### config.mk
export PLATFORM = sky130hd
export DESIGN_NAME = gray_counter
export DESIGN_NICKNAME = d
export VERILOG_FILES = /design/src/rtl/gray_pkg.sv /design/src/rtl/gray_counter_gray2bin.sv /design/src/rtl/gray_counter.sv
export SDC_FILE = /design/constraint.sdc
export NUM_CORES = 1
export LEC_CHECK = 0
export BUFFER_PORTS_ARGS = -buffer_cell sky130_fd_sc_hd__buf_4
export CELL_PAD_IN_SITES_DETAIL_PLACEMENT = 2
export CELL_PAD_IN_SITES_GLOBAL_PLACEMENT = 2
export CORE_MARGIN = 4
export CORE_UTILIZATION = 31
export DETAILED_ROUTE_END_ITERATION = 12
export GPL_ROUTABILITY_DRIVEN = 0
export PLACE_DENSITY = 0.79
export SYNTH_ARGS = -nofsm -noshare
export SYNTH_HDL_FRONTEND = slang
export SYNTH_SLANG_ARGS = --single-unit
### constraint.sdc
create_clock -name CLK -period 7.98 [get_ports CLK]
set_input_delay 0.399 -clock CLK [delete_from_list [all_inputs] [get_ports CLK]]
set_output_delay 0.399 -clock CLK [all_outputs]
set_load 0.05 [all_outputs]
### src/rtl/gray_pkg.sv
// Shared Gray-code helpers. Functions work on a fixed maximum width;
// callers zero-extend their operand and truncate the result back to W bits.
package gray_pkg;

  localparam int unsigned GRAY_MAX_W = 32;

  typedef logic [GRAY_MAX_W-1:0] gray_word_t;

  // Action chosen for one clock edge, in priority order of evaluation.
  typedef enum logic [2:0] {
    STEP_HOLD,
    STEP_LOAD,
    STEP_INC,
    STEP_DEC,
    STEP_WRAP_UP,
    STEP_WRAP_DN,
    STEP_SAT
  } step_e;

  function automatic gray_word_t bin2gray(input gray_word_t x);
    return x ^ (x >> 1);
  endfunction

  // Leading zeros from zero-extension leave the low bits of the prefix XOR intact.
  function automatic gray_word_t gray2bin(input gray_word_t g);
    gray_word_t b;
    b = '0;
    b[GRAY_MAX_W-1] = g[GRAY_MAX_W-1];
    for (int unsigned i = 1; i < GRAY_MAX_W; i++) begin
      b[GRAY_MAX_W-1-i] = b[GRAY_MAX_W-i] ^ g[GRAY_MAX_W-1-i];
    end
    return b;
  endfunction

  function automatic gray_word_t max_val(input int unsigned w);
    gray_word_t m;
    m = '0;
    for (int unsigned i = 0; i < GRAY_MAX_W; i++) begin
      if (i < w) m[i] = 1'b1;
    end
    return m;
  endfunction

endpackage

### src/rtl/gray_counter_gray2bin.sv
// Combinational W-bit Gray-to-binary converter for consumers of a Gray count.
module gray2bin
  import gray_pkg::*;
#(
  parameter int unsigned W = 4
) (
  input  logic [W-1:0] i_gray,
  output logic [W-1:0] o_bin
);

  assign o_bin = W'(gray_pkg::gray2bin(GRAY_MAX_W'(i_gray)));

endmodule

### src/rtl/gray_counter.sv
// Up/down Gray counter with load, wrap or saturate at the ends, and a
// registered binary copy. G is registered from the next binary value, never decoded at the output.
module gray_counter
  import gray_pkg::*;
#(
  parameter int unsigned W    = 4,
  parameter bit          WRAP = 1'b1
) (
  input  logic         CLK,
  input  logic         RST,
  input  logic         EN,
  input  logic         UP,
  input  logic         LD,
  input  logic [W-1:0] D,
  output logic [W-1:0] G,
  output logic [W-1:0] B,
  output logic         TC,
  output logic         WRAPPED,
  output logic         SAT
);

  localparam logic [W-1:0] C_MAX = W'(max_val(W));

  logic [W-1:0] r_cnt;
  logic [W-1:0] r_gray;
  logic         r_wrapped;
  logic         r_sat;
  logic [W-1:0] w_next_cnt;
  logic [W-1:0] w_next_gray;
  logic         w_at_max;
  logic         w_at_zero;
  step_e        w_step;

  assign w_at_max  = (r_cnt == C_MAX);
  assign w_at_zero = (r_cnt == '0);

  always_comb begin
    w_step = STEP_HOLD;
    if (LD) begin
      w_step = STEP_LOAD;
    end else if (EN && UP) begin
      if (w_at_max) w_step = WRAP ? STEP_WRAP_UP : STEP_SAT;
      else          w_step = STEP_INC;
    end else if (EN) begin
      if (w_at_zero) w_step = WRAP ? STEP_WRAP_DN : STEP_SAT;
      else           w_step = STEP_DEC;
    end
  end

  always_comb begin
    w_next_cnt = r_cnt;
    case (w_step)
      STEP_LOAD:    w_next_cnt = D;
      STEP_INC:     w_next_cnt = r_cnt + W'(1);
      STEP_DEC:     w_next_cnt = r_cnt - W'(1);
      STEP_WRAP_UP: w_next_cnt = '0;
      STEP_WRAP_DN: w_next_cnt = C_MAX;
      default:      w_next_cnt = r_cnt;
    endcase
    w_next_gray = W'(bin2gray(GRAY_MAX_W'(w_next_cnt)));
  end

  always_ff @(posedge CLK or posedge RST) begin
    if (RST) begin
      r_cnt     <= '0;
      r_gray    <= '0;
      r_wrapped <= 1'b0;
      r_sat     <= 1'b0;
    end else begin
      r_cnt     <= w_next_cnt;
      r_gray    <= w_next_gray;
      r_wrapped <= (w_step == STEP_WRAP_UP) || (w_step == STEP_WRAP_DN);
      r_sat     <= (w_step == STEP_SAT);
    end
  end

  assign G       = r_gray;
  assign B       = r_cnt;
  assign WRAPPED = r_wrapped;
  assign SAT     = r_sat;
  assign TC      = UP ? w_at_max : w_at_zero;

endmodule
# Word level (Yosys, flattened, before mapping)
# Index checks and enable logic that the tools add are counted.
# classes
n_addsub,2
n_eq_ne,7
bitwise,1
muxes,7
reduce_logical,3
# op_table
operator,count
4-bit case mux with 5 select lines,1
3-bit two-way mux,5
3-bit equality test (second input constant),3
3-bit by 2-bit equality test with 1-bit output (second input constant),2
4-bit by 1-bit adder with 4-bit output (second input constant),1
4-bit equality test (second input constant),1
4-bit logical NOT,1
4-bit by 1-bit subtractor with 4-bit output (second input constant),1
4-bit by 3-bit XOR with 4-bit output,1
3-bit by 1-bit equality test with 1-bit output (second input constant),1
1-bit logical AND,1
1-bit logical OR,1
1-bit two-way mux,1
# word_totals
elab_cells,24
register_bits,10
out_inout_bits,11
input_bits,9

# Depth between registers and ports, before layout
# Gate-level depths: netlist of the first run.
# depth
ltp_word,8
depth_mapped,11
ltp_nobuf,10

# Worst setup path after synthesis of the first run
# Ideal clock, no wire load.
# synth_timing
kind,register -> register
start,"register r_cnt[0], in the netlist B[0]"
end,"register r_gray[0], in the netlist G[0]"
period_less_slack_ns,3.017
path_stages_with_launch,10
t_required_ns,7.858
setup_slack_ns,4.963
arrival_ns,2.895
path_buffers,1
cell_sequence,dfrtp_1 > buf_6 > or4_4 > mux2_4 > nand2_4 > nor2_1 > fa_1 > a21oi_1 > or3_1 > a32o_1
# synth_between
elab_chain_cells,8
# synth_lines
item,line,text
from (decl),gray_counter.sv:24,logic [W-1:0] r_cnt;
from (signal assigned),gray_counter.sv:70,r_cnt <= w_next_cnt;
4-bit logical NOT,gray_counter.sv:35,assign w_at_zero = (r_cnt == '0);
3-bit two-way mux,gray_counter.sv:45,if (w_at_zero) w_step = WRAP ? STEP_WRAP_DN : STEP_SAT;
3-bit two-way mux,gray_counter.sv:44,end else if (EN) begin
3-bit two-way mux,gray_counter.sv:41,end else if (EN && UP) begin
3-bit two-way mux,gray_counter.sv:39,if (LD) begin
"3-bit equality test, or another cell as far along",gray_counter.sv:52,case (w_step)
4-bit case mux with 5 select lines (*),gray_counter.sv:52,
4-bit by 3-bit XOR with 4-bit output (*),gray_pkg.sv:21,return x ^ (x >> 1);
named net w_next_gray[0],gray_counter.sv:29,logic [W-1:0] w_next_gray;
to (signal assigned),gray_counter.sv:71,r_gray <= w_next_gray;
to (decl),gray_counter.sv:25,logic [W-1:0] r_gray;
# The timed path passes the listed nets; every way through them passes the cells marked *.

# Worst setup path after layout of the first run
# Same ends and word-level chain as after synthesis.

==> results of run 1 <==
## layer usage
metal | routed length (um) | global-route usage | up-vias
li1 | - | - | 281
met1 | 752 | 0.175 | 303
met2 | 1070 | 0.335 | 15
met3 | 101 | 0.0499 | 2
met4 | 12 | 0.0255 | 0
met5 | 0 | 0 | -
## final cells by class
type	instances	area, sq um
clock buffers	4	26.3
fillers	238	1150
inverters	2	7.51
multi-input cells	54	398
flip-flops and latches	9	225
well taps	27	33.8
repair buffers	19	143
## metrics by stage
step | power, mW | std cells | cell area (sq um) | utilization | setup slack, ns
after global routing | 0.195 | 115 | 833 | 0.420 | 4.87
final | 0.179 | 115 | 833 | 0.420 | 5.03
after detailed placement | 0.147 | 111 | 807 | 0.407 | 5.07
after floorplan | 0.121 | 68 | 654 | - | 4.96
after global placement | 0.144 | 111 | 807 | 0.407 | 5.13
after CTS | 0.182 | 115 | 833 | 0.420 | 5.03
## registers in the layout, indices dropped and copies added (netlist names)
name	cells
SAT	1
G	3
B	4
WRAPPED	1
## cell families (layout without fill, tap and decap cells)
| family | count (synthesis) | after routing | share of synthesized area |
|---|---|---|---|
| muxes | 2 | 2 | 0.0382 |
| AOI/OAI and AO/OA | 17 | 17 | 0.214 |
| DFF | 9 | 9 | 0.344 |
| and+or+nand+nor | 25 | 25 | 0.201 |
| other | 1 | 1 | 0.00573 |
| adders and majority gates | 3 | 3 | 0.0688 |
| buffers and inverters | 5 | 25 | 0.0478 |
| xor gates and xnor gates | 6 | 6 | 0.0803 |
## cell usage after synthesis (all sizes together), types with 2 or more instances
cell    instances  area [sq um]
buf             3          23.8
a32oi           2          32.5
dfrtp           9           225
inv             2          7.51
ha              2          25.0
o31ai           2          15.0
xor2            4          35.0
nand2b          2          12.5
a21oi           4          20.0
nor2b           2          12.5
o21ai           4          20.0
xnor2           2          17.5
nand3           2          10.0
nand2           8          37.5
nor2            6          22.5
## worst max-delay path, stage by stage (launching register included)
cell	delay, ns
dfrtp_1	0.50
or4_4	0.59
mux2_4	0.33
nand2_4	0.10
nor2_1	0.08
fa_1	0.58
a21oi_1	0.07
or3_1	0.34
a32o_1	0.24
## layout by cell type (no fill, tap or decap)
master     Yosys  final
dfrtp_1        9      9
or4_4          1      1
o21ai_1        1      1
a21oi_1        4      4
xnor2_1        2      2
o21ai_0        3      3
xor2_1         4      4
nand2b_1       2      2
or3_1          1      1
conb_1         1      1
o21a_1         1      1
nor3_1         1      1
a32o_1         1      1
and2b_1        1      1
nand4_1        1      1
buf_4          1     19
nand2_4        1      1
clkbuf_4       0      3
mux2_4         1      1
a21o_1         1      1
nand2_1        7      7
o31ai_1        2      2
a32oi_2        2      2
nand3_1        2      2
mux2i_1        1      1
clkbuf_1       0      1
a2bb2oi_2      1      1
o211ai_2       1      1
inv_1          2      2
nor2b_1        2      2
nor2_1         6      6
fa_1           1      1
ha_1           2      2
## power breakdown
group / switching, mW / total, mW / internal, mW / leakage, nW
Clock: 0.0146 / 0.0338 / 0.0192 / 0.0150
Sequential: 0.00948 / 0.0614 / 0.0519 / 0.107
Combinational: 0.0539 / 0.0843 / 0.0304 / 0.268
## worst paths after layout
path | endpoint | start | slack, ns
max reg2reg | G[0]$_DFF_PP0_ | B[0]$_DFF_PP0_ | 5.03
max in group asynchronous | B[0]$_DFF_PP0_ | RST | 7.62
min reg2reg | B[1]$_DFF_PP0_ | B[1]$_DFF_PP0_ | 0.77
max | G[0]$_DFF_PP0_ | B[0]$_DFF_PP0_ | 5.03
min in group CLK | B[0]$_DFF_PP0_ | D[0] | 0.44
min | G[1]$_DFF_PP0_ | RST | 0.11
==> impl_metrics.toml, run 1 <==
[run_status]
status = "finished clean"

[clocking]
path_clk_slew_ns = 0.06
cts-root-buf = "clkbuf_4"
clock_path_buffers = 2
cts_hold_buf = 0
cts_tree = "done"
cts_setup_buffers = 0
clk_latency_ns = 0.26
cts.sinks = 9
cts_resized = 0
cts_buffers = 3
cts_max_level = 1

[run]
cap_violations = 0

[critical_path]
critPathKind = "reg -> reg"
reg2reg_depth = 8
critPathArrivalTime_ns = 3.09
endpoint_kind = "flop"
worstSetupStartpointType = "flop"
crit_required_ns = 8.12
path_max_fanout = 9

[finish]
drive_above_1_share = 0.330
final_nets = 101
diodes = 0
syn2layout_area_growth_pct = 27.3

[placement]
portBuffers = 19
dp_hpwl_mm = 1.54

[die]
die_area_sq_mm = 0.00291
io_pins = 20
core_sq_mm = 0.00198
rows = 16
start_util = 0.330
die_w_um = 53.9
die_y_um = 53.9

[logic_synthesis]
ys_seq_area_frac = 0.344
ys_async_sr_fraction = 1.00
synthesis.nets = 80
synth_edf_count = 0
synth_warnings = 0
ys_seq_elements = 9
synthCells = 68
syn_area_per_cell_sq_um = 9.62
netlist_area_sq_um = 654
synth-main-ff-cell = "dfrtp_1"
synth.distinct_cells = 33

[global_route]
track_usage = 0.170
antenna_found_initial = 0
overflow = 0
grt_pass1_vias = 695
grt_max_degree = 15
grt_pass1_wl_mm = 3.37

[routing]
wl_per_cell_um = 16.9
via_per_inst = 5.23
vias = 601
totalWireLength_mm = 1.94
dr.pass1.iters = 3
first_iter_violations = 4
drtAntennaViolNets = 0
drc = 0

[timing]
fmax_mhz = 339
setup_tns_ns = 0
worst_pin_slew_ns = 0.516
period_minus_slack_ns = 2.95
finalHoldViolations = 0
maxSlewViolCount = 0
finalCritPeriodShare = 0.370
fin_worst_skew_ns = 0.00413
rsz0062_at_grt = "false"
relSlewSlack = 0.655
setup_viol = 0
fin_hold_ws_ns = 0.106

[power]
p_leak_nw = 0.390
vdd_drop_max_v = 0.000160
p_per_area_mw_per_mm2 = 215

[hold_path]
hp-class = "in -> async"
Note: power is estimated with default switching activity, not from simulation.
==> run 2, diff against run 1 <==
--- a/config.mk
+++ b/config.mk
@@ -9,10 +9,10 @@
 export CELL_PAD_IN_SITES_DETAIL_PLACEMENT = 2
 export CELL_PAD_IN_SITES_GLOBAL_PLACEMENT = 2
 export CORE_MARGIN = 4
-export CORE_UTILIZATION = 31
+export CORE_UTILIZATION = 26
 export DETAILED_ROUTE_END_ITERATION = 12
 export GPL_ROUTABILITY_DRIVEN = 0
-export PLACE_DENSITY = 0.79
+export PLACE_DENSITY = 0.7
 export SYNTH_ARGS = -nofsm -noshare
 export SYNTH_HDL_FRONTEND = slang
 export SYNTH_SLANG_ARGS = --single-unit
==> constraint.sdc (replaced) <==
create_clock -name CLK -period 2.7 [get_ports CLK]
set_input_delay 0.135 -clock CLK [delete_from_list [all_inputs] [get_ports CLK]]
set_output_delay 0.135 -clock CLK [all_outputs]
set_load 0.05 [all_outputs]
==> run 2 against run 1 <==
Wire length up 8.6%. Maximum frequency grew 10%. Die area increased by 16%. Final cell count increased by 9.6%. Sequential power rose to 2.6 times the previous value. Count of clock-buffer cells in the layout unchanged. Register-to-register slack lost 5.0 ns. Non-clock buffer count up 10. Core utilization fell by 1.7 points. Flip-flop and latch count stayed put. Clock skew is 0.0020 ns lower. Power rose to 3.1 times the previous value.
==> impl_metrics.toml, run 2 (synthesized netlist as in run 1, its figures left out) <==
[power]
p_total_uw = 564
p_leak_nw = 0.436
vdd_drop_max_v = 0.000361
p_per_area_mw_per_mm2 = 608

[timing]
finalCritPeriodShare = 0.991
period_minus_slack_ns = 2.68
fmax_mhz = 374
finalHoldViolations = 0
fin_worst_skew_ns = 0.00209
setup_viol = 0
setup_tns_ns = 0
layout_setup_ws_ns = 0.0231
rsz0062_at_grt = "true"
maxSlewViolCount = 0

[finish]
final_nets = 111
largest_register_ffs = 4
layout_commonest_cell = "buf_4"
diodes = 0
drive_above_1_share = 0.429
final_cell_mix = "buf_4, dfrtp_1, nand2_1, nor2_1, xor2_1"
post-route-util = 0.404
instances_no_fill = 126
syn2layout_area_growth_pct = 41.7

[die]
die_y_um = 58.2
die_area_sq_mm = 0.00338
io_pins = 20
rows = 17
core_sq_mm = 0.00230
start_util = 0.285
die_w_um = 58.2

[placement]
place_ws_ns = 0.000878
dp_hpwl_mm = 1.59
portBuffers = 19
dp_cells = 118

[global_route]
antenna_found_initial = 0
overflow = 0
grt_max_degree = 15
track_usage = 0.133
grt_pass1_wl_mm = 3.33
grt_pass1_vias = 678

[critical_path]
cp_slowest_stage_delay_ns = 0.55
crit_slowest_cell = "or4_4"
crit_required_ns = 2.89
crit_family = "simple AND/OR/NAND/NOR gates"
critPathKind = "reg -> reg"
critPathArrivalTime_ns = 2.86
crit_buf_inv = 0
crit_chain = "or4_4 > mux2_4 > nand2_4 > nor2_4 > ha_1 > a21o_1 > a21oi_2 > xnor2_1 > a2bb2oi_2 > mux2i_1"
endpoint_kind = "flop"
path_max_fanout = 4
worstSetupStartpointType = "flop"

[clocking]
clk_latency_ns = 0.26
cts.sinks = 9
cts_max_level = 1
cts-root-buf = "clkbuf_4"
clock_path_buffers = 2
cts_tree = "done"
path_clk_slew_ns = 0.06
cts_buffers = 3

[routing]
drc = 0
dr.pass1.iters = 3
first_iter_violations = 8
totalWireLength_mm = 2.11
wl_per_cell_um = 16.7
drtAntennaViolNets = 0
vias = 621
via_per_inst = 4.93

[run]
cap_violations = 0

[hold_path]
hp-class = "in -> reg"

[run_status]
status = "finished clean"
## run 2: changes by cell type in the layout (fill, tap and decap cells not counted), sizes merged
cell and change:
dlygate4sd3 +1, buf +9
## run 2: through the flow
step / hold slack (ns) / area (sq um)
global route: 0.177 / 927
detailed placement: 0.119 / 866
CTS: 0.161 / 912
global placement: 0.124 / 866
floorplan: -0.0371 / 667
finish: 0.160 / 927
## run 2: path summary, 6_finish.rpt
| check | cells after the start | slack [ns] | start | end |
|---|---|---|---|---|
| max | 10 | 0.02 | B[0]$_DFF_PP0_ | G[2]$_DFF_PP0_ |
| min reg2reg | 3 | 0.74 | B[2]$_DFF_PP0_ | B[2]$_DFF_PP0_ |
| max reg2reg | 10 | 0.02 | B[0]$_DFF_PP0_ | G[2]$_DFF_PP0_ |
| min in group asynchronous | 3 | 0.40 | RST | G[2]$_DFF_PP0_ |
| max in group asynchronous | 3 | 2.03 | RST | B[0]$_DFF_PP0_ |
| min | 3 | 0.16 | D[0] | B[0]$_DFF_PP0_ |
## run 2: layout make-up
cell class	instances	area [sq um]
Multi-Input combinational cell	54	412
Inverter	2	7.51
Clock buffer	4	26.3
Fill cell	273	1370
Tap cell	28	35.0
Sequential cell	9	226
Timing Repair Buffer	29	220
## run 2: layer usage
layer	global-route usage	vias to the layer above	wire length, um
met5	0	-	0
met4	0.0298	0	12
met3	0.0423	2	82
met2	0.219	17	1040
met1	0.168	306	970
li1	-	296	-
## run 2: worst register-to-register path: cells and delay by family, from the launching register on
kind                     cells  cell delay [ns]
XOR/XNOR                     1             0.17
flip-flops                   1             0.41
AND/OR/NAND/NOR              3             0.71
AO/OA/AOI/OAI                3             0.54
adder cells (fa/ha/maj)      1             0.28
multiplexers                 2             0.50
## run 2: timing repair
item	4_1_cts	5_1_grt
hold buffers	1	0
gates cloned	0	0
setup buffers	1	2
gates resized for setup	1	0
endpoints found under the hold margin	9	0
pin swaps	1	3
endpoints found under the setup margin	1	3
## run 2: power by group
| part | internal, mW | switching, mW | total (mW) |
|---|---|---|---|
| clock network | 0.0568 | 0.0441 | 0.101 |
| registers | 0.154 | 0.00830 | 0.162 |
| logic | 0.113 | 0.187 | 0.301 |
==> run 3, diff against run 2 <==
--- a/config.mk
+++ b/config.mk
@@ -5,13 +5,15 @@
 export SDC_FILE = /design/constraint.sdc
 export NUM_CORES = 1
 export LEC_CHECK = 0
+export ABC_AREA = 1
 export BUFFER_PORTS_ARGS = -buffer_cell sky130_fd_sc_hd__buf_4
 export CELL_PAD_IN_SITES_DETAIL_PLACEMENT = 2
 export CELL_PAD_IN_SITES_GLOBAL_PLACEMENT = 2
 export CORE_MARGIN = 4
-export CORE_UTILIZATION = 26
+export CORE_UTILIZATION = 24
 export DETAILED_ROUTE_END_ITERATION = 12
 export GPL_ROUTABILITY_DRIVEN = 0
+export HOLD_SLACK_MARGIN = 0.06
 export PLACE_DENSITY = 0.7
 export SYNTH_ARGS = -nofsm -noshare
 export SYNTH_HDL_FRONTEND = slang
==> run 3 against run 2 <==
Synthesized area decreased by 5.4%. Cell area decreased by 11%. Worst setup slack better by 0.41 ns. Sequential power increased by 7%. Highest routed layer unchanged.
==> impl_metrics.toml, run 3 <==
[run_status]
status = "finished clean"

[critical_path]
worstSetupStartpointType = "flop"
cp_slowest_stage_delay_ns = 0.43
path_common_cell = "nand2_1"
crit_buf_inv = 2
reg2reg_depth = 14
cp-startpoint = "B[1]$_DFF_PP0_"
crit_family = "simple AND/OR/NAND/NOR gates"
rr_endpoint = "G[2]$_DFF_PP0_"
critPathKind = "reg -> reg"
crit_cells = 14
reg2reg_from = "B[1]$_DFF_PP0_"
path_max_fanout = 7
critPathArrivalTime_ns = 2.43
r2r_slack_ns = 0.43
endpoint_kind = "flop"
crit_required_ns = 2.86
crit_slowest_cell = "dfrtp_1"
setup.worst_path.end = "G[2]$_DFF_PP0_"
crit_chain = "inv_1 > nor2_2 > nand2_2 > nand4_1 > inv_1 > ha_1 > a21oi_1 > nand3_1 > nand2_1 > nor2_1 > nor2_2 > nand2_2 > nand2_1 > nand2_1"

[routing]
totalWireLength_mm = 1.77
vias = 594
first_iter_violations = 11
dr.pass1.iters = 4
drtAntennaViolNets = 0
drc = 0
wl_per_cell_um = 13.5
via_per_inst = 4.53

[logic_synthesis]
yosys.area.top_type = "dfrtp_1"
synth-main-ff-cell = "dfrtp_1"
synth.distinct_cells = 21
synth_edf_count = 0
synth_top_cell_area_share = 0.364
syn_area_per_cell_sq_um = 7.94
synth_common_cells = "nand2_1, dfrtp_1, inv_1"
synthesis.nets = 90
synth_warnings = 0
synth.top_cells.by_area = "dfrtp_1, nand2_1, inv_1"
yosysMostFrequentCell = "nand2_1"
synthCells = 78
ys_async_sr_fraction = 1.00
ys_seq_elements = 9
ys_seq_area_frac = 0.364
netlist_area_sq_um = 619

[timing]
layout_setup_ws_ns = 0.429
rsz0062_at_grt = "false"
maxSlewViolCount = 0
setup_viol = 0
finalCritPeriodShare = 0.841
fin_worst_skew_ns = 0.00557
finalHoldViolations = 0
fmax_mhz = 440
period_minus_slack_ns = 2.27
setup_tns_ns = 0

[finish]
final_cell_mix = "nand2_1, buf_4, dfrtp_1, inv_1"
final_nets = 114
diodes = 0
drive_above_1_share = 0.356
largest_register_ffs = 4
layout_commonest_cell = "nand2_1"
syn2layout_area_growth_pct = 33.7

[global_route]
grt_pass1_vias = 646
grt_max_degree = 10
antenna_found_initial = 0
track_usage = 0.119
overflow = 0
grt_pass1_wl_mm = 3.04

[die]
core_sq_mm = 0.00248
rows = 18
io_pins = 20
die_area_sq_mm = 0.00346
die_y_um = 58.8
die_w_um = 58.8
start_util = 0.250

[placement]
portBuffers = 19
dp_hpwl_mm = 1.50
place_ws_ns = 0.367

[clocking]
cts.sinks = 9
cts_buffers = 3
cts_max_level = 1
cts_resized = 0
cts-root-buf = "clkbuf_4"
clock_path_buffers = 2
clk_latency_ns = 0.26
path_clk_slew_ns = 0.06
cts_tree = "done"

[power]
p_leak_nw = 0.456
p_per_area_mw_per_mm2 = 621
p_total_uw = 514
vdd_drop_max_v = 0.000337

[run]
cap_violations = 0

[hold_path]
hp-class = "in -> reg"
==> run 3: cell type report <==
type | instances | area (sq um)
multi-input combinational | 57 | 344
sequential | 9 | 225
timing repair buffer | 20 | 153
fill | 303 | 1650
inverter | 11 | 42.5
clock buffer | 4 | 26.3
tap | 30 | 37.5
==> run 3: worst min path at each step <==
| stage | slack [ns] | start | depth (start not counted) | end |
|---|---|---|---|---|
| final | 0.21 | D[3] | 5 | B[3]$_DFF_PP0_ |
| after global routing | 0.22 | D[3] | 5 | B[3]$_DFF_PP0_ |
| after CTS | 0.20 | D[3] | 5 | B[3]$_DFF_PP0_ |
| after detailed placement | 0.13 | RST | 2 | SAT$_DFF_PP0_ |
| after global placement | 0.12 | RST | 2 | SAT$_DFF_PP0_ |
| after floorplan | -0.04 | RST | 1 | B[0]$_DFF_PP0_ |
==> run 3: cells by family (layout without fill, tap and decap cells) <==
| group | after synthesis | after routing | synth area share |
|---|---|---|---|
| other | 1 | 1 | 0.00605 |
| flip-flops | 9 | 9 | 0.364 |
| adder cells (fa/ha/maj) | 3 | 3 | 0.0727 |
| AND/OR/NAND/NOR | 48 | 48 | 0.426 |
| AO/OA/AOI/OAI | 4 | 4 | 0.0364 |
| XOR/XNOR | 1 | 1 | 0.0141 |
| buffers and inverters | 12 | 35 | 0.0808 |
==> run 3: power by group <==
part / internal, mW / total (mW) / switching (mW)
clock: 0.0569 / 0.103 / 0.0462
sequential: 0.155 / 0.173 / 0.0184
combinational: 0.0731 / 0.238 / 0.165
total: 0.285 / 0.514 / 0.229
==> run 3: layer usage <==
layer  track usage  up-vias  part of all wire
li1              -      291                 -
met1         0.142      290              0.40
met2         0.210        9              0.55
met3        0.0329        4             0.036
met4        0.0291        0             0.013
met5             0        -                 0
==> run 3: worst reg2reg max path, cell delays in order (launching register included) <==
cell and delay (ns):
dfrtp_1 0.43, inv_1 0.12, nor2_2 0.13, nand2_2 0.12, nand4_1 0.11, inv_1 0.08
ha_1 0.33, a21oi_1 0.24, nand3_1 0.12, nand2_1 0.10, nor2_1 0.06, nor2_2 0.16
nand2_2 0.07, nand2_1 0.06, nand2_1 0.05
==> run 3: what timing repair did <==
item                                    4_1_cts  5_1_grt
endpoints found under the setup margin        0        0
endpoints found under the hold margin         9        0
setup buffers                                 0        0
hold buffers                                  1        0
==> run 3: through the flow <==
step,cells,hold slack [ns],instance area [sq um],util
finish,131,0.207,828,0.334
global route,131,0.222,828,0.334
CTS,131,0.203,828,0.334
detailed placement,126,0.132,792,0.320
global placement,126,0.120,792,0.320
floorplan,78,-0.0371,619,-
